<file path="src/rtl/hs_frame_sequencer_if.sv">
// rtl/hs_frame_sequencer_if.sv - frame sync input and raster/position/output-window signals
interface hs_frame_sequencer_if #(
  parameter int XW = 10,
  parameter int YW = 8
);
  logic          io_frame_sync_in;
  logic          io_pix_valid;
  logic [XW-1:0] io_x;
  logic [YW-1:0] io_y;
  logic          io_first_col;
  logic          io_last_col;
  logic          io_first_row;
  logic          io_last_row;
  logic          io_frame_sync_out;
  logic          io_out_valid;
  logic          io_busy;
  logic          io_sync_err;
  logic [15:0]   io_frame_count;

  modport master (
    input  io_frame_sync_in,
    output io_pix_valid, io_x, io_y, io_first_col, io_last_col, io_first_row,
           io_last_row, io_frame_sync_out, io_out_valid, io_busy, io_sync_err,
           io_frame_count
  );

  modport slave (
    output io_frame_sync_in,
    input  io_pix_valid, io_x, io_y, io_first_col, io_last_col, io_first_row,
           io_last_row, io_frame_sync_out, io_out_valid, io_busy, io_sync_err,
           io_frame_count
  );
endinterface

</file>
<file path="src/rtl/hs_frame_sequencer.sv">
// rtl/hs_frame_sequencer.sv - raster position tracker with latency-aligned frame sync and output window
module hs_frame_sequencer #(
  parameter int IMG_W    = 512,
  parameter int IMG_H    = 256,
  parameter int PIPE_LAT = 1034,
  parameter int XW       = 10,
  parameter int YW       = 8
) (
  input  logic                  clk,
  input  logic                  reset,
  hs_frame_sequencer_if.master  bus
);
  localparam int NPIX = IMG_W * IMG_H;
  localparam int LW   = $clog2(PIPE_LAT + 1);
  localparam int OW   = $clog2(NPIX + 1);

  typedef enum logic {IDLE, RUN} state_t;

  state_t        r_state;
  state_t        w_state_nxt;
  logic [XW-1:0] r_x;
  logic [XW-1:0] w_x;
  logic [XW-1:0] w_x_nxt;
  logic [YW-1:0] r_y;
  logic [YW-1:0] w_y;
  logic [YW-1:0] w_y_nxt;
  logic          w_start;
  logic          w_pix_valid;
  logic          w_last_x;
  logic          w_last_y;
  logic          w_sync_out;
  logic          r_lat_active;
  logic [LW-1:0] r_lat_cnt;
  logic [OW-1:0] r_out_cnt;
  logic [15:0]   r_frame_count;

  always_ff @(posedge clk) begin
    if (reset) begin
      r_state <= IDLE;
      r_x     <= '0;
      r_y     <= '0;
    end else begin
      r_state <= w_state_nxt;
      r_x     <= w_x_nxt;
      r_y     <= w_y_nxt;
    end
  end

  // A sync always wins: the pixel presented with it is (0,0), whatever the registers hold.
  always_comb begin
    w_start     = bus.io_frame_sync_in & ~reset;
    w_pix_valid = w_start | (r_state == RUN);
    w_x         = w_start ? '0 : r_x;
    w_y         = w_start ? '0 : r_y;
    w_last_x    = (w_x == XW'(IMG_W - 1));
    w_last_y    = (w_y == YW'(IMG_H - 1));
    w_state_nxt = r_state;
    w_x_nxt     = r_x;
    w_y_nxt     = r_y;
    if (w_pix_valid) begin
      w_state_nxt = RUN;
      if (w_last_x) begin
        w_x_nxt = '0;
        if (w_last_y) begin
          w_y_nxt     = '0;
          w_state_nxt = IDLE;
        end else begin
          w_y_nxt = w_y + YW'(1);
        end
      end else begin
        w_x_nxt = w_x + XW'(1);
        w_y_nxt = w_y;
      end
    end
  end

  always_ff @(posedge clk) begin
    if (reset) begin
      r_lat_active  <= 1'b0;
      r_lat_cnt     <= '0;
      r_out_cnt     <= '0;
      r_frame_count <= '0;
    end else begin
      // Reloading on every start also discards the pending sync of an aborted frame.
      if (w_start) begin
        r_lat_active  <= 1'b1;
        r_lat_cnt     <= LW'(PIPE_LAT - 1);
        r_frame_count <= r_frame_count + 16'd1;
      end else if (r_lat_active) begin
        if (r_lat_cnt == '0) begin
          r_lat_active <= 1'b0;
        end else begin
          r_lat_cnt <= r_lat_cnt - LW'(1);
        end
      end
      if (w_sync_out) begin
        r_out_cnt <= OW'(NPIX - 1);
      end else if (r_out_cnt != '0) begin
        r_out_cnt <= r_out_cnt - OW'(1);
      end
    end
  end

  assign w_sync_out = r_lat_active & (r_lat_cnt == '0);

  assign bus.io_pix_valid      = w_pix_valid;
  assign bus.io_x              = w_x;
  assign bus.io_y              = w_y;
  assign bus.io_first_col      = w_pix_valid & (w_x == '0);
  assign bus.io_last_col       = w_pix_valid & w_last_x;
  assign bus.io_first_row      = w_pix_valid & (w_y == '0);
  assign bus.io_last_row       = w_pix_valid & w_last_y;
  assign bus.io_frame_sync_out = w_sync_out;
  assign bus.io_out_valid      = w_sync_out | (r_out_cnt != '0);
  assign bus.io_busy           = (r_state != IDLE) | r_lat_active | (r_out_cnt != '0);
  assign bus.io_sync_err       = w_start & (r_state == RUN);
  assign bus.io_frame_count    = r_frame_count;
endmodule

</file>
<file path="src/flat_wrapper.sv">
// flat-port wrapper written by rule: the top's interface ports become plain ports
module hs_frame_sequencer_flat 
#(
  parameter int IMG_W    = 512,
  parameter int IMG_H    = 256,
  parameter int PIPE_LAT = 1034,
  parameter int XW       = 10,
  parameter int YW       = 8
)
  (clk, reset, bus_io_frame_sync_in, bus_io_pix_valid, bus_io_x, bus_io_y, bus_io_first_col, bus_io_last_col, bus_io_first_row, bus_io_last_row, bus_io_frame_sync_out, bus_io_out_valid, bus_io_busy, bus_io_sync_err, bus_io_frame_count);
  hs_frame_sequencer_if #(.XW(XW), .YW(YW)) bus_i ();
  input  logic clk;
  input  logic reset;
  input wire logic [$bits(bus_i.io_frame_sync_in)-1:0] bus_io_frame_sync_in;
  output wire logic [$bits(bus_i.io_pix_valid)-1:0] bus_io_pix_valid;
  output wire logic [$bits(bus_i.io_x)-1:0] bus_io_x;
  output wire logic [$bits(bus_i.io_y)-1:0] bus_io_y;
  output wire logic [$bits(bus_i.io_first_col)-1:0] bus_io_first_col;
  output wire logic [$bits(bus_i.io_last_col)-1:0] bus_io_last_col;
  output wire logic [$bits(bus_i.io_first_row)-1:0] bus_io_first_row;
  output wire logic [$bits(bus_i.io_last_row)-1:0] bus_io_last_row;
  output wire logic [$bits(bus_i.io_frame_sync_out)-1:0] bus_io_frame_sync_out;
  output wire logic [$bits(bus_i.io_out_valid)-1:0] bus_io_out_valid;
  output wire logic [$bits(bus_i.io_busy)-1:0] bus_io_busy;
  output wire logic [$bits(bus_i.io_sync_err)-1:0] bus_io_sync_err;
  output wire logic [$bits(bus_i.io_frame_count)-1:0] bus_io_frame_count;
  assign bus_i.io_frame_sync_in = bus_io_frame_sync_in;
  assign bus_io_pix_valid = bus_i.io_pix_valid;
  assign bus_io_x = bus_i.io_x;
  assign bus_io_y = bus_i.io_y;
  assign bus_io_first_col = bus_i.io_first_col;
  assign bus_io_last_col = bus_i.io_last_col;
  assign bus_io_first_row = bus_i.io_first_row;
  assign bus_io_last_row = bus_i.io_last_row;
  assign bus_io_frame_sync_out = bus_i.io_frame_sync_out;
  assign bus_io_out_valid = bus_i.io_out_valid;
  assign bus_io_busy = bus_i.io_busy;
  assign bus_io_sync_err = bus_i.io_sync_err;
  assign bus_io_frame_count = bus_i.io_frame_count;
  hs_frame_sequencer #(.IMG_W(IMG_W), .IMG_H(IMG_H), .PIPE_LAT(PIPE_LAT), .XW(XW), .YW(YW)) u_core (.clk(clk), .reset(reset), .bus(bus_i));
endmodule
</file>
<file path="config.mk">
export PLATFORM = sky130hd
export DESIGN_NAME = hs_frame_sequencer_flat
export DESIGN_NICKNAME = d
export VERILOG_FILES = /design/src/rtl/hs_frame_sequencer_if.sv /design/src/rtl/hs_frame_sequencer.sv /design/src/flat_wrapper.sv
export SDC_FILE = /design/constraint.sdc
export NUM_CORES = 1
export LEC_CHECK = 0
export CORE_MARGIN = 8
export CORE_UTILIZATION = 55
export DETAILED_ROUTE_END_ITERATION = 10
export PLACE_DENSITY = 0.8
export SYNTH_ARGS = -nofsm -noshare
export SYNTH_HDL_FRONTEND = slang
export SYNTH_SLANG_ARGS = --single-unit
</file>
<file path="constraint.sdc">
create_clock -name clk -period 3.5 [get_ports clk]
set_input_delay 0.7 -clock clk [delete_from_list [all_inputs] [get_ports clk]]
set_output_delay 0.7 -clock clk [all_outputs]
set_load 0.05 [all_outputs]
</file>
# Yosys cells after proc, flatten, opt, wreduce, memory -nomap -nowiden
# Index checks and enable logic that the tools add are counted.
# classes
div	0
add_sub_neg	5
reduce_logical	10
mux	15
magnitude_cmp	0
n_bitwise	13
multipliers	0
n_shift	0
eq_ne	3
# ops
cell	n
17-bit two-way mux	2
11-bit two-way mux	3
8-bit two-way mux	3
10-bit two-way mux	2
18-bit nonzero test	1
18-bit by 1-bit subtractor with 18-bit output, second input constant	1
16-bit by 1-bit adder with 16-bit output, second input constant	1
11-bit logical NOT	1
11-bit by 1-bit subtractor with 11-bit output, second input constant	1
10-bit by 1-bit adder with 10-bit output, second input constant	1
10-bit by 9-bit equality test with 1-bit output, second input constant	1
10-bit logical NOT	1
8-bit by 1-bit adder with 8-bit output, second input constant	1
8-bit equality test, second input constant	1
8-bit logical NOT	1
1-bit AND	7
1-bit two-way mux	5
1-bit OR	4
2-bit AND reduction	2
2-bit nonzero test	2
2-bit OR reduction	2
2-bit by 1-bit inequality test with 1-bit output, second input constant	1
1-bit NOT	2
# totals
latch_bits	0
ram_bits	0
word_cells	55
regBits	65
mem_count	0
romBits	0
out_inout_bits	43

# Longest topological paths before layout
# logic_depth
ltp_word	6
depth_mapped	11
mapped_depth_nobuf	9

# Worst setup path after synthesis
# Ideal clock, no wire load.
# synth_timing
path_type	in2out
startpoint	in reset
endpoint	out bus_io_last_col
setup_slack_ps	-350
t_arrival_ps	3150
required_time_ps	2800
n_path_buf	2
cell_stages	10
cell_sequence	clkbuf_1 nand2b_1 clkbuf_1 nand2_1 inv_1 ha_1 nand4b_1 nor4_4 nand2_2 inv_1
# synth_between
elab_chain_len	5
# synth_rtl
element	line_no	source
from (decl)	flat_wrapper.sv:13	input logic reset;
1-bit NOT	hs_frame_sequencer.sv:51	w_start = bus.io_frame_sync_in & ~reset;
1-bit AND	hs_frame_sequencer.sv:51	
10-bit two-way mux	hs_frame_sequencer.sv:53	w_x = w_start ? '0 : r_x;
via bus_io_x[1]	flat_wrapper.sv:16	output wire logic [$bits(bus_i.io_x)-1:0] bus_io_x;
10-bit by 9-bit equality test with 1-bit output	hs_frame_sequencer.sv:55	w_last_x = (w_x == XW'(IMG_W - 1));
1-bit AND	hs_frame_sequencer.sv:110	assign bus.io_last_col = w_pix_valid & w_last_x;
to (decl)	flat_wrapper.sv:19	output wire logic [$bits(bus_i.io_last_col)-1:0] bus_io_last_col;
# The timed path passes the listed nets, and every way through them passes these cells.

# Final worst setup path
# layout_timing
startpoint	in bus_io_frame_sync_in
endpoint	out bus_io_last_col
# layout_between
elab_chain_len	4
# layout_rtl
element	line_no	source
from (decl)	flat_wrapper.sv:14	input wire logic [$bits(bus_i.io_frame_sync_in)-1:0] bus_io_frame_sync_in;
1-bit AND (*)	hs_frame_sequencer.sv:51	
10-bit two-way mux	hs_frame_sequencer.sv:53	
10-bit by 9-bit equality test with 1-bit output	hs_frame_sequencer.sv:55	
1-bit AND (*)	hs_frame_sequencer.sv:110	
# Every way passes the cells marked *; elsewhere a longest branch is shown, timed or not.

==> qor.csv <==
stage,metric,value,unit
drt,highest_layer,met4,
synth,syn_nets,428,
timing,fmaxAchievable,297,MHz
place,dp_slack,90.6,ps
synth,syn-cell-area,3360,µm²
timing,drv_slew,0,
worst_setup_path,timing.rr.end,u_core.r_out_cnt[6],
pwr,p_total,0.00244,W
timing,finalClockSkew,11.8,ps
worst_setup_path,cp_top_family,simple AND/OR/NAND/NOR gates,
synth,avgSynthCellArea,8.08,µm²
drt,wl_met2,3.99,mm
timing,fin_crit,3370,ps
floorplanning,die_h,94.2,µm
synth,synth_cells,416,
synth,yosysTopAreaCell,dfxtp_1,
worst_setup_path,crit_slowest_cell,clkdlybuf4s50_1,
clock_network,holdBufCountCts,0,
flow_run,cap_violations,0,
synth,seq_area_frac_synth,0.387,
drt,wl,8.31,mm
clock_network,cts_made_buffers,9,
synth,netlist-cell-type-count,53,
clock_network,htree_levels,3,
global_route,first_global_vias,3034,
worst_setup_path,path_cells,clkdlybuf4s50_1 -> nand2b_2 -> nand2_1 -> clkinvlp_4 -> ha_1 -> nand4b_1 -> nor4_4 -> nand2_2 -> clkinvlp_4 -> buf_12,
drt,viasPerCell,5.88,
min_path,min-delay-start,u_core.r_x[1],
floorplanning,core_area,5920,µm²
finish,layout.nets,477,
finish,final_util,0.740,
worst_setup_path,critPathMaxFanout,8,
worst_setup_path,cp-start-kind,input port,
timing,hold_viol,0,
synth,ys_async_sr_fraction,0,
global_route,grt_max_degree,53,
place,gp_congestion,0.908,
finish,mostFrequentLayoutCell,dfxtp_1,
timing,rsz0062_at_grt,false,
place,io_buffers,45,
status,outcome,"complete, no violations",
synth,synth_edf_count,0,
global_route,grt_remaining_overflow,0,
finish,final_cell_mix,"65 x dfxtp_1, 47 x nor2_1, 37 x nand2_1",
pwr,powerDensity,557,nW/µm²
worst_setup_path,worstPathArrival,2670,ps
drt,antenna_left,0,
clock_network,cts_tree,built,
drt,post_drt_wl_per_cell,15.3,µm
synth,synthTopCellsByArea,"dfxtp_1 39%, xnor2_1 6.0%, nor2_1 5.2%, a21oi_1 4.5%, nand2_1 4.1%",
timing,setup_viol,0,
drt,wl_met1,3.57,mm
global_route,antenna_found_initial,0,
timing,fin_ws,129,ps
floorplanning,floorplan.rows,28,
worst_setup_path,end_kind,output pin,
clock_network,cts_buffer_depth,2,
finish,drive_above_1_share,0.130,
finish,seq_area,1300,µm²
min_path,whs_endpoint,u_core.r_x[1],
pwr,ir_worst_vdd,530,µV
worst_setup_path,crit_buf_inv,4,
drt,drcViolationCount,0,
drt,first_iter_violations,213,
worst_setup_path,reg2reg_slack,1310,ps
global_route,grt_pass1_wl,13.9,mm
finish,area_growth,30.4,%
worst_setup_path,max_stage_delay,430,ps
finish,nFillCells,421,
timing,tightestPinTransition,673,ps
timing,slew_headroom,0.547,
floorplanning,dieArea,8870,µm²
synth,synth_top_cell_area_share,0.387,
clock_network,clock-sinks,65,
synth,synth_flop_cell,dfxtp_1,
synth,ys_ff_latch,65,
min_path,min_path_type,register to register,
worst_setup_path,rr_worst_depth,7,
finish,diodes,0,
synth,ys_warn_count,0,
drt,num_vias,3198,
finish,multiInputGateArea,1950,µm²
pwr,leakage,1.60,nW
worst_setup_path,r2r_start,u_core.r_out_cnt[0],
clock_network,clkTransAtPathRegs,60,ps
floorplanning,die_w,94.2,µm
drt,dr.pass1.iters,5,
floorplanning,start_util,0.568,
global_route,gr-usage-all-layers,0.193,
worst_setup_path,path_class,input port to output pin,
worst_setup_path,cp_common_cell,clkinvlp_4,
min_path,holdPathStages,2,
clock_network,insertion_delay,340,ps
drt,met3_length,692,µm
worst_setup_path,crit_required,2800,ps
floorplanning,pin_count,46,
place,hpwl,5.83,mm
timing,timing.final.crit_share,0.963,
clock_network,cts_root_buf,clkbuf_8,
## where the power goes
part	total [W]	switching, W	internal (W)	leakage (nW)
clock	0.000687	0.000271	0.000416	0.106
combinational	0.000811	0.000479	0.000332	0.965
sequential	0.000943	0.000103	0.000840	0.530
## cell usage after synthesis (all sizes together), types with 2 or more instances
cell,n
nand2b,2
inv,15
o31ai,2
nand4,7
clkinv,2
nand2,38
o21ai,9
o41ai,2
xor2,14
a311oi,2
nand3,24
or2,3
and4,2
nor4b,2
nor3b,2
clkbuf,13
a31oi,6
a21oi,30
ha,9
and2,15
o211ai,3
and3,7
nor3,18
o21bai,3
or3,8
xnor2,23
dfxtp,65
mux2i,4
nor2b,2
or4b,2
nor4,13
a211oi,2
or4,6
buf,3
nor2,48
## per-layer routing
metal | global-route usage | up-vias
li1 | - | 1569
met1 | 0.227 | 1493
met2 | 0.317 | 127
met3 | 0.0711 | 9
met4 | 0.0568 | 0
met5 | 0 | -
## worst max-delay path by stage
stage | depth (start not counted) | start | end | slack, ps
floorplan | 10 | reset | bus_io_last_col | -20
global placement | 10 | bus_io_frame_sync_in | bus_io_last_col | 150
CTS | 10 | bus_io_frame_sync_in | bus_io_last_col | 90
finish | 10 | bus_io_frame_sync_in | bus_io_last_col | 130
global route | 10 | bus_io_frame_sync_in | bus_io_last_col | 30
detailed placement | 10 | bus_io_frame_sync_in | bus_io_last_col | 90
## flip-flops by register name, summed over array words and instances (netlist names)
register                   flops
u_core.r_out_cnt              18
u_core.bus.io_frame_count     16
u_core.r_lat_cnt              11
u_core.r_x                    10
u_core.r_y                     8
u_core.r_lat_active            1
u_core.r_state                 1
## what timing repair did
| action | CTS | global route |
|---|---|---|
| resized for setup | 1 | 2 |
| endpoints found under the setup margin | 1 | 2 |
| setup buffers | 0 | 0 |
## cell type report
| type | instances | area share |
|---|---|---|
| clock buffers | 12 | 0.0331 |
| clock inverters | 3 | 0.0148 |
| flip-flops and latches | 65 | 0.297 |
| repair buffers | 54 | 0.171 |
| inverters | 17 | 0.0188 |
| multi-input cells | 318 | 0.444 |
| well taps | 75 | 0.0214 |
## tightest hold or removal path: stages, from the launching register on
cell and delay [ps]:
dfxtp_1 340, nand2_1 70, a21oi_1 50
## cells by family (layout without fill, tap and decap cells)
logic type               Yosys count  in the layout  synth area share
multiplexers                       4              4            0.0119
AND/OR/NAND/NOR                  201            201             0.312
AO/OA/AOI/OAI                     67             67             0.122
adder cells (fa/ha/maj)            9              9            0.0335
buffers and inverters             33             86            0.0372
XOR/XNOR                          37             37            0.0964
flip-flops                        65             65             0.387
## metrics by stage
stage / std cells / hold WS, ps / cell area, µm² / setup TNS (ps)
2_1_floorplan: 416 / 454 / 3380 / -16.8
3_3_place_gp: 529 / 495 / 4170 / 0
3_5_place_dp: 529 / 496 / 4170 / 0
4_1_cts: 544 / 506 / 4370 / 0
5_1_grt: 544 / 534 / 4380 / 0
6_report: 544 / 507 / 4380 / 0
Power figures use the tool's default switching activity.
